[src/rtl/axi4_lite_regbank_if.sv]
// AXI4-Lite channel bundle shared by the register bank and its bus master.
// The s modport is the subordinate view, m the manager view.
interface axi4_lite_if #(
  parameter int ADDRESS_WIDTH = 32,
  parameter int DATA_WIDTH    = 32
);
  logic                      awvalid;
  logic                      awready;
  logic [ADDRESS_WIDTH-1:0]  awaddr;
  logic [2:0]                awprot;
  logic                      wvalid;
  logic                      wready;
  logic [DATA_WIDTH-1:0]     wdata;
  logic [DATA_WIDTH/8-1:0]   wstrb;
  logic                      bvalid;
  logic                      bready;
  logic [1:0]                bresp;
  logic                      arvalid;
  logic                      arready;
  logic [ADDRESS_WIDTH-1:0]  araddr;
  logic [2:0]                arprot;
  logic                      rvalid;
  logic                      rready;
  logic [DATA_WIDTH-1:0]     rdata;
  logic [1:0]                rresp;

  modport s (
    input  awvalid, awaddr, awprot,
    output awready,
    input  wvalid, wdata, wstrb,
    output wready,
    output bvalid, bresp,
    input  bready,
    input  arvalid, araddr, arprot,
    output arready,
    output rvalid, rdata, rresp,
    input  rready
  );

  modport m (
    output awvalid, awaddr, awprot,
    input  awready,
    output wvalid, wdata, wstrb,
    input  wready,
    input  bvalid, bresp,
    output bready,
    output arvalid, araddr, arprot,
    input  arready,
    input  rvalid, rdata, rresp,
    output rready
  );
endinterface

[src/rtl/axi4_lite_regbank.sv]
// AXI4-Lite register bank: byte-strobed RW registers, RO status registers,
// independent write/read FSMs, SLVERR on out-of-range or RO writes.
module axi4_lite_regbank #(
  parameter int ADDRESS_WIDTH = 32,
  parameter int DATA_WIDTH = 32,
  parameter int NUM_REGS = 8,
  parameter logic [NUM_REGS-1:0] RO_MASK = '0,
  parameter logic [DATA_WIDTH-1:0] RESET_VALUE = '0
) (
  input  logic clk,
  input  logic rst,
  axi4_lite_if.s axi,
  input  logic [NUM_REGS*DATA_WIDTH-1:0] status_i,
  output logic [NUM_REGS*DATA_WIDTH-1:0] reg_q,
  output logic [NUM_REGS-1:0] reg_wr_pulse
);

  localparam int ADDR_LSB = $clog2(DATA_WIDTH/8);
  localparam int STRB_W = DATA_WIDTH/8;
  localparam int IDX_W = ADDRESS_WIDTH - ADDR_LSB;

  typedef enum logic {W_IDLE, W_RESP} w_state_t;
  typedef enum logic {R_IDLE, R_VALID} r_state_t;

  w_state_t w_state;
  r_state_t r_state;

  logic [DATA_WIDTH-1:0] regs [NUM_REGS];

  logic              aw_held;
  logic              w_held;
  logic [IDX_W-1:0]  aw_idx;
  logic [DATA_WIDTH-1:0] w_data;
  logic [STRB_W-1:0] w_strb;

  logic [NUM_REGS-1:0]   w_sel;
  logic                  w_ok;
  logic [IDX_W-1:0]      ar_idx;
  logic                  r_hit;
  logic [DATA_WIDTH-1:0] r_val;

  logic unused;
  assign unused = ^{axi.awprot, axi.arprot,
                    axi.awaddr[ADDR_LSB-1:0],
                    axi.araddr[ADDR_LSB-1:0], status_i};

  assign axi.awready = (w_state == W_IDLE) && !aw_held;
  assign axi.wready  = (w_state == W_IDLE) && !w_held;
  assign axi.arready = (r_state == R_IDLE);

  assign ar_idx = axi.araddr[ADDRESS_WIDTH-1:ADDR_LSB];

  // Only an in-range RW register can be selected; RO and out-of-range leave w_sel empty
  always_comb begin
    w_sel = '0;
    for (int i = 0; i < NUM_REGS; i++)
      w_sel[i] = (aw_idx == IDX_W'(i)) && !RO_MASK[i];
    w_ok = |w_sel;
  end

  always_comb begin
    r_hit = 1'b0;
    r_val = '0;
    for (int i = 0; i < NUM_REGS; i++) begin
      if (ar_idx == IDX_W'(i)) begin
        r_hit = 1'b1;
        r_val = RO_MASK[i] ? status_i[i*DATA_WIDTH +: DATA_WIDTH] : regs[i];
      end
    end
  end

  for (genvar g = 0; g < NUM_REGS; g++) begin : g_q
    assign reg_q[g*DATA_WIDTH +: DATA_WIDTH] =
      RO_MASK[g] ? '0 : regs[g];
  end

  always_ff @(posedge clk or posedge rst) begin
    if (rst) begin
      w_state      <= W_IDLE;
      aw_held      <= 1'b0;
      w_held       <= 1'b0;
      aw_idx       <= '0;
      w_data       <= '0;
      w_strb       <= '0;
      axi.bvalid   <= 1'b0;
      axi.bresp    <= 2'b00;
      reg_wr_pulse <= '0;
      for (int i = 0; i < NUM_REGS; i++)
        regs[i] <= RESET_VALUE;
    end else begin
      reg_wr_pulse <= '0;
      unique case (w_state)
        W_IDLE: begin
          if (aw_held && w_held) begin
            w_state    <= W_RESP;
            axi.bvalid <= 1'b1;
            axi.bresp  <= w_ok ? 2'b00 : 2'b10;
            for (int i = 0; i < NUM_REGS; i++) begin
              if (w_sel[i]) begin
                reg_wr_pulse[i] <= 1'b1;
                for (int b = 0; b < STRB_W; b++)
                  if (w_strb[b])
                    regs[i][8*b +: 8] <= w_data[8*b +: 8];
              end
            end
          end else begin
            if (axi.awvalid && !aw_held) begin
              aw_held <= 1'b1;
              aw_idx  <= axi.awaddr[ADDRESS_WIDTH-1:ADDR_LSB];
            end
            if (axi.wvalid && !w_held) begin
              w_held <= 1'b1;
              w_data <= axi.wdata;
              w_strb <= axi.wstrb;
            end
          end
        end
        W_RESP: begin
          if (axi.bready) begin
            axi.bvalid <= 1'b0;
            aw_held    <= 1'b0;
            w_held     <= 1'b0;
            w_state    <= W_IDLE;
          end
        end
        default: w_state <= W_IDLE;
      endcase
    end
  end

  always_ff @(posedge clk or posedge rst) begin
    if (rst) begin
      r_state    <= R_IDLE;
      axi.rvalid <= 1'b0;
      axi.rdata  <= '0;
      axi.rresp  <= 2'b00;
    end else begin
      unique case (r_state)
        R_IDLE: begin
          if (axi.arvalid) begin
            r_state    <= R_VALID;
            axi.rvalid <= 1'b1;
            axi.rdata  <= r_hit ? r_val : '0;
            axi.rresp  <= r_hit ? 2'b00 : 2'b10;
          end
        end
        R_VALID: begin
          if (axi.rready) begin
            axi.rvalid <= 1'b0;
            r_state    <= R_IDLE;
          end
        end
        default: r_state <= R_IDLE;
      endcase
    end
  end

endmodule

[src/flat_wrapper.sv]
// flat-port wrapper written by rule: the top's interface ports become plain ports
module axi4_lite_regbank_flat 
#(
  parameter int ADDRESS_WIDTH = 32,
  parameter int DATA_WIDTH = 32,
  parameter int NUM_REGS = 8,
  parameter logic [NUM_REGS-1:0] RO_MASK = '0,
  parameter logic [DATA_WIDTH-1:0] RESET_VALUE = '0
)
  (clk, rst, status_i, reg_q, reg_wr_pulse, axi_awvalid, axi_awaddr, axi_awprot, axi_awready, axi_wvalid, axi_wdata, axi_wstrb, axi_wready, axi_bvalid, axi_bresp, axi_bready, axi_arvalid, axi_araddr, axi_arprot, axi_arready, axi_rvalid, axi_rdata, axi_rresp, axi_rready);
  axi4_lite_if #(.ADDRESS_WIDTH(ADDRESS_WIDTH), .DATA_WIDTH(DATA_WIDTH)) axi_i ();
  input  logic clk;
  input  logic rst;
  input  logic [NUM_REGS*DATA_WIDTH-1:0] status_i;
  output logic [NUM_REGS*DATA_WIDTH-1:0] reg_q;
  output logic [NUM_REGS-1:0] reg_wr_pulse;
  input wire logic [$bits(axi_i.awvalid)-1:0] axi_awvalid;
  input wire logic [$bits(axi_i.awaddr)-1:0] axi_awaddr;
  input wire logic [$bits(axi_i.awprot)-1:0] axi_awprot;
  output wire logic [$bits(axi_i.awready)-1:0] axi_awready;
  input wire logic [$bits(axi_i.wvalid)-1:0] axi_wvalid;
  input wire logic [$bits(axi_i.wdata)-1:0] axi_wdata;
  input wire logic [$bits(axi_i.wstrb)-1:0] axi_wstrb;
  output wire logic [$bits(axi_i.wready)-1:0] axi_wready;
  output wire logic [$bits(axi_i.bvalid)-1:0] axi_bvalid;
  output wire logic [$bits(axi_i.bresp)-1:0] axi_bresp;
  input wire logic [$bits(axi_i.bready)-1:0] axi_bready;
  input wire logic [$bits(axi_i.arvalid)-1:0] axi_arvalid;
  input wire logic [$bits(axi_i.araddr)-1:0] axi_araddr;
  input wire logic [$bits(axi_i.arprot)-1:0] axi_arprot;
  output wire logic [$bits(axi_i.arready)-1:0] axi_arready;
  output wire logic [$bits(axi_i.rvalid)-1:0] axi_rvalid;
  output wire logic [$bits(axi_i.rdata)-1:0] axi_rdata;
  output wire logic [$bits(axi_i.rresp)-1:0] axi_rresp;
  input wire logic [$bits(axi_i.rready)-1:0] axi_rready;
  assign axi_i.awvalid = axi_awvalid;
  assign axi_i.awaddr = axi_awaddr;
  assign axi_i.awprot = axi_awprot;
  assign axi_awready = axi_i.awready;
  assign axi_i.wvalid = axi_wvalid;
  assign axi_i.wdata = axi_wdata;
  assign axi_i.wstrb = axi_wstrb;
  assign axi_wready = axi_i.wready;
  assign axi_bvalid = axi_i.bvalid;
  assign axi_bresp = axi_i.bresp;
  assign axi_i.bready = axi_bready;
  assign axi_i.arvalid = axi_arvalid;
  assign axi_i.araddr = axi_araddr;
  assign axi_i.arprot = axi_arprot;
  assign axi_arready = axi_i.arready;
  assign axi_rvalid = axi_i.rvalid;
  assign axi_rdata = axi_i.rdata;
  assign axi_rresp = axi_i.rresp;
  assign axi_i.rready = axi_rready;
  axi4_lite_regbank #(.ADDRESS_WIDTH(ADDRESS_WIDTH), .DATA_WIDTH(DATA_WIDTH), .NUM_REGS(NUM_REGS), .RO_MASK(RO_MASK), .RESET_VALUE(RESET_VALUE)) u_core (.clk(clk), .rst(rst), .axi(axi_i), .status_i(status_i), .reg_q(reg_q), .reg_wr_pulse(reg_wr_pulse));
endmodule
[config.mk]
export PLATFORM = sky130hd
export DESIGN_NAME = axi4_lite_regbank_flat
export DESIGN_NICKNAME = d
export VERILOG_FILES = /design/src/rtl/axi4_lite_regbank_if.sv /design/src/rtl/axi4_lite_regbank.sv /design/src/flat_wrapper.sv
export SDC_FILE = /design/constraint.sdc
export NUM_CORES = 1
export LEC_CHECK = 0
export ABC_AREA = 1
export BUFFER_PORTS_ARGS = -buffer_cell sky130_fd_sc_hd__buf_4
export CAP_MARGIN = 20
export CORE_AREA = 2 2 261 263
export DETAILED_ROUTE_END_ITERATION = 10
export DIE_AREA = 0 0 263 265
export PLACE_DENSITY_LB_ADDON = 0.05
export SLEW_MARGIN = 10
export SYNTH_ARGS = -nofsm -noshare
export SYNTH_HDL_FRONTEND = slang
export SYNTH_SLANG_ARGS = --single-unit
[constraint.sdc]
create_clock -name clk -period 17.2 [get_ports clk]
set_input_delay 0.86 -clock clk [delete_from_list [all_inputs] [get_ports clk]]
set_output_delay 0.86 -clock clk [all_outputs]
set_load 0.1 [all_outputs]
==> metrics.md <==
| Metric | Value |
|---|---|
| Tcrit/Tclk final | `25.0%` |
| Worst path required time | `17.64 ns` |
| Worst r2r path cells | `8` |
| Number of synthesized register bits | `370` |
| Root Driver | `clkbuf_16` |
| Slowest CP cell | `clkinv_1` |
| First-pass DRT Iterations | `5` |
| PostCTS Resize Cnt | `0` |
| Internal | `0.00167 W` |
| Layer with the highest usage | `met2` |
| Ys async rst share | `100%` |
| CP Launch Type | `input pin` |
| Fin. Hold Viols | `0` |
| Vias in the first global route | `13,900` |
| Met3 GRT Util | `5.02%` |
| Post-DP HPWL | `52,600 um` |
| Post-synthesis cell type count | `38` |
| Clock latency at the later pin of the worst-skew pair | `0.58 ns` |
| Critical Path AT | `4.75 ns` |
| Yosys warnings | `0` |
| Initial core utilization | `24.7%` |
| Hold Path Class | `in2async` |
| Area leader, netlist | `dfrtp_1` |
| Sw power | `0.000761 W` |
| Post-synthesis cell count | `1,936` |
| I/O Buffers | `405` |
| Number of max-cap violations | `0` |
| Clock Tree Buf Depth | `3` |
| Peak VDD IR | `0.100 mV` |
| Final Setup Violations | `0` |
| Sequential share of power | `41.6%` |
| Vias per cell | `4.49` |
| Postcts setup bufs | `0` |
| Met1 global-route usage | `28.4%` |
| PD cells | `110 mW/mm^2` |
| Placer Congestion | `0.821` |
| Aggregate global routing overflow | `0` |
| Count of pins over their slew limit | `0` |
| Clock transition at the registers of the reported paths | `0.06 ns` |
| CTS tree | `built` |
| Syn_area_per_cell | `8.53 um^2` |
| Post-synth EDFFs | `0` |
| Die area | `0.0697 mm^2` |
| Most frequent CP cell | `nand2_1` |
| Setup crit end kind | `flip-flop` |
| Share of cells above drive strength 1 | `26.2%` |
| Die height | `265 um` |
| Clock share of power | `41.7%` |
| CP max FO | `29` |
| Routed wire length per instance | `22.1 um` |
| Fin nets | `2,698` |
| Crit Path Class | `in2reg` |
| Die W | `263 um` |
| CTS Hold Bufs | `0` |
| Routed wire length | `71,600 um` |
| Area delta synth->final | `33.6%` |
| Starting DRT DRC Count | `1,092` |
| Max frequency | `232 MHz` |
| Status | `finished, final reports clean` |
| Fin Setup TNS | `0 ns` |
| Largest net degree at the start of global routing | `109` |
| First-pass GRT wire length | `103,000 um` |
| Post-synth top area share | `56.1%` |
| Leak | `11.4 nW` |
| GR Util met2 | `31.3%` |
| RSZ-0062 raised after global routing | `false` |
| Post-synth top flop | `dfrtp_1` |
| Core Rows | `95` |
| Seq/Total Area, Yosys | `56.1%` |
| Net Sw Frac | `31.3%` |
| Worst Tran Pin Value | `1.01 ns` |
| Area of the mapped netlist | `0.0165 mm^2` |
| GRT Util Overall | `20.2%` |
| Num CTS Buffers | `47` |
| Via Count | `14,500` |
| I/O pin count | `674` |
| DR DRC count | `0` |
| Initial antenna violation count | `4` |
| Core area | `0.0668 mm^2` |
| Final min period | `4.31 ns` |
| Combinational Power Share | `16.7%` |
| Hold slack | `0.370 ns` |
| Area contributors post-synth | `dfrtp_1, nand2_1, o21ai_0` |
| Rel. slew slack | `32.7%` |
| Crit-path cells | `buf_4 > nor2_1 > nand2_1 > nor2_2 > buf_4 > nand2_1 > nor2_1 > nand2_2 > clkinv_1 > nor3_1 > nand2_1 > nand2_1 > buf_4 > nor2_1 > o21ai_0 > nand2_1` |
| CTS H-Tree Depth | `2` |
| CP peak stage delay | `0.83 ns` |
| Setup Skew | `0.0191 ns` |
| DRT antenna net count | `0` |
| TritonCTS Sinks | `370` |
[cells in the mapped netlist (all sizes together) (2+ instances only)]
cell and number:
buf 29, nor4 13, nand3 105, o21ai 274
inv 119, mux2 30, o22a 2, nor3 10
dfrtp 370, a21oi 83, or2 4, nor2 216
clkbuf 54, nand2 612, nand4 7
[through the flow]
step / util, % / setup slack (ns) / power [W] / cell area [um^2] / instances
CTS: 32.9 / 12.84 / 0.00247 / 22000 / 3235
detailed placement: 30.6 / 12.23 / 0.00144 / 20400 / 3151
global placement: 30.6 / 12.23 / 0.00143 / 20400 / 3151
global route: 33.0 / 12.64 / 0.00254 / 22000 / 3239
floorplan: - / 6.07 / 0.00127 / 16500 / 1937
finish: 33.0 / 12.89 / 0.00243 / 22100 / 3241
[cell usage in the layout (no fill, tap or decap), types with 32 or more instances in the layout]
cell,instances
dfrtp_1,370
clkbuf_16,49
nand2_1,585
nor2_1,206
o21ai_2,32
inv_1,108
buf_4,424
a21oi_1,83
o21ai_0,175
o21ai_1,67
nand3_1,104
[state kept, by name, indices dropped and copies added (netlist names), 4 cells and up]
name,count
u_core.aw_idx,30
u_core.w_strb,4
u_core.reg_wr_pulse,8
u_core.reg_q,256
u_core.axi.rdata,32
u_core.w_data,32
[layout make-up]
cell class	instances	area, um^2
antenna	4	10.0
clock buffer	75	1480
clock inverter	9	95.1
fill	7097	44700
inverter	120	458
multi-input combinational	1364	6420
sequential	370	9260
tap	873	1090
timing repair buffer	426	3240
[logic make-up after synthesis]
kind of cell | Yosys count | share of synthesized area [%]
AOI/OAI and AO/OA | 362 | 11.8
other | 1 | 0.0227
buffers and inverters | 203 | 5.27
DFF | 370 | 56.1
muxes | 30 | 2.05
and+or+nand+nor | 970 | 24.8
[critical path, delay by kind of cell]
family | cells | cell delay [ns]
compound gates | 1 | 0.13
simple gates | 11 | 2.16
buf+inv | 4 | 1.57
[worst paths after layout]
path	to	slack [ns]	start
worst max-delay path	u_core.axi.rdata[13]	12.89	axi_araddr[17]
worst min-delay path	u_core.w_data[19]	0.37	rst
worst max register to register	u_core.reg_q[19]	14.50	u_core.aw_idx[5]
worst min register to register	u_core.axi.rvalid	0.43	u_core.r_state
max in group asynchronous	u_core.reg_q[230]	14.53	rst
min in group clk	u_core.axi.rvalid	0.43	u_core.r_state
[power by group through the flow]
stage	clock, W	combinational, W	sequential, W
after global routing	0.00108	0.000445	0.00102
after floorplan	0	0.000253	0.00102
after detailed placement	0	0.000413	0.00102
after global placement	0	0.000407	0.00102
after CTS	0.00105	0.000414	0.00101
final	0.00101	0.000406	0.00101
[routing by layer]
metal / vias to the layer above / share of wire (%)
met1: 6981 / 46
met3: 59 / 6.7
met2: 422 / 45
li1: 7082 / -
met5: - / 0.018
met4: 2 / 1.7
No activity file was read; power rests on OpenSTA's default activity.
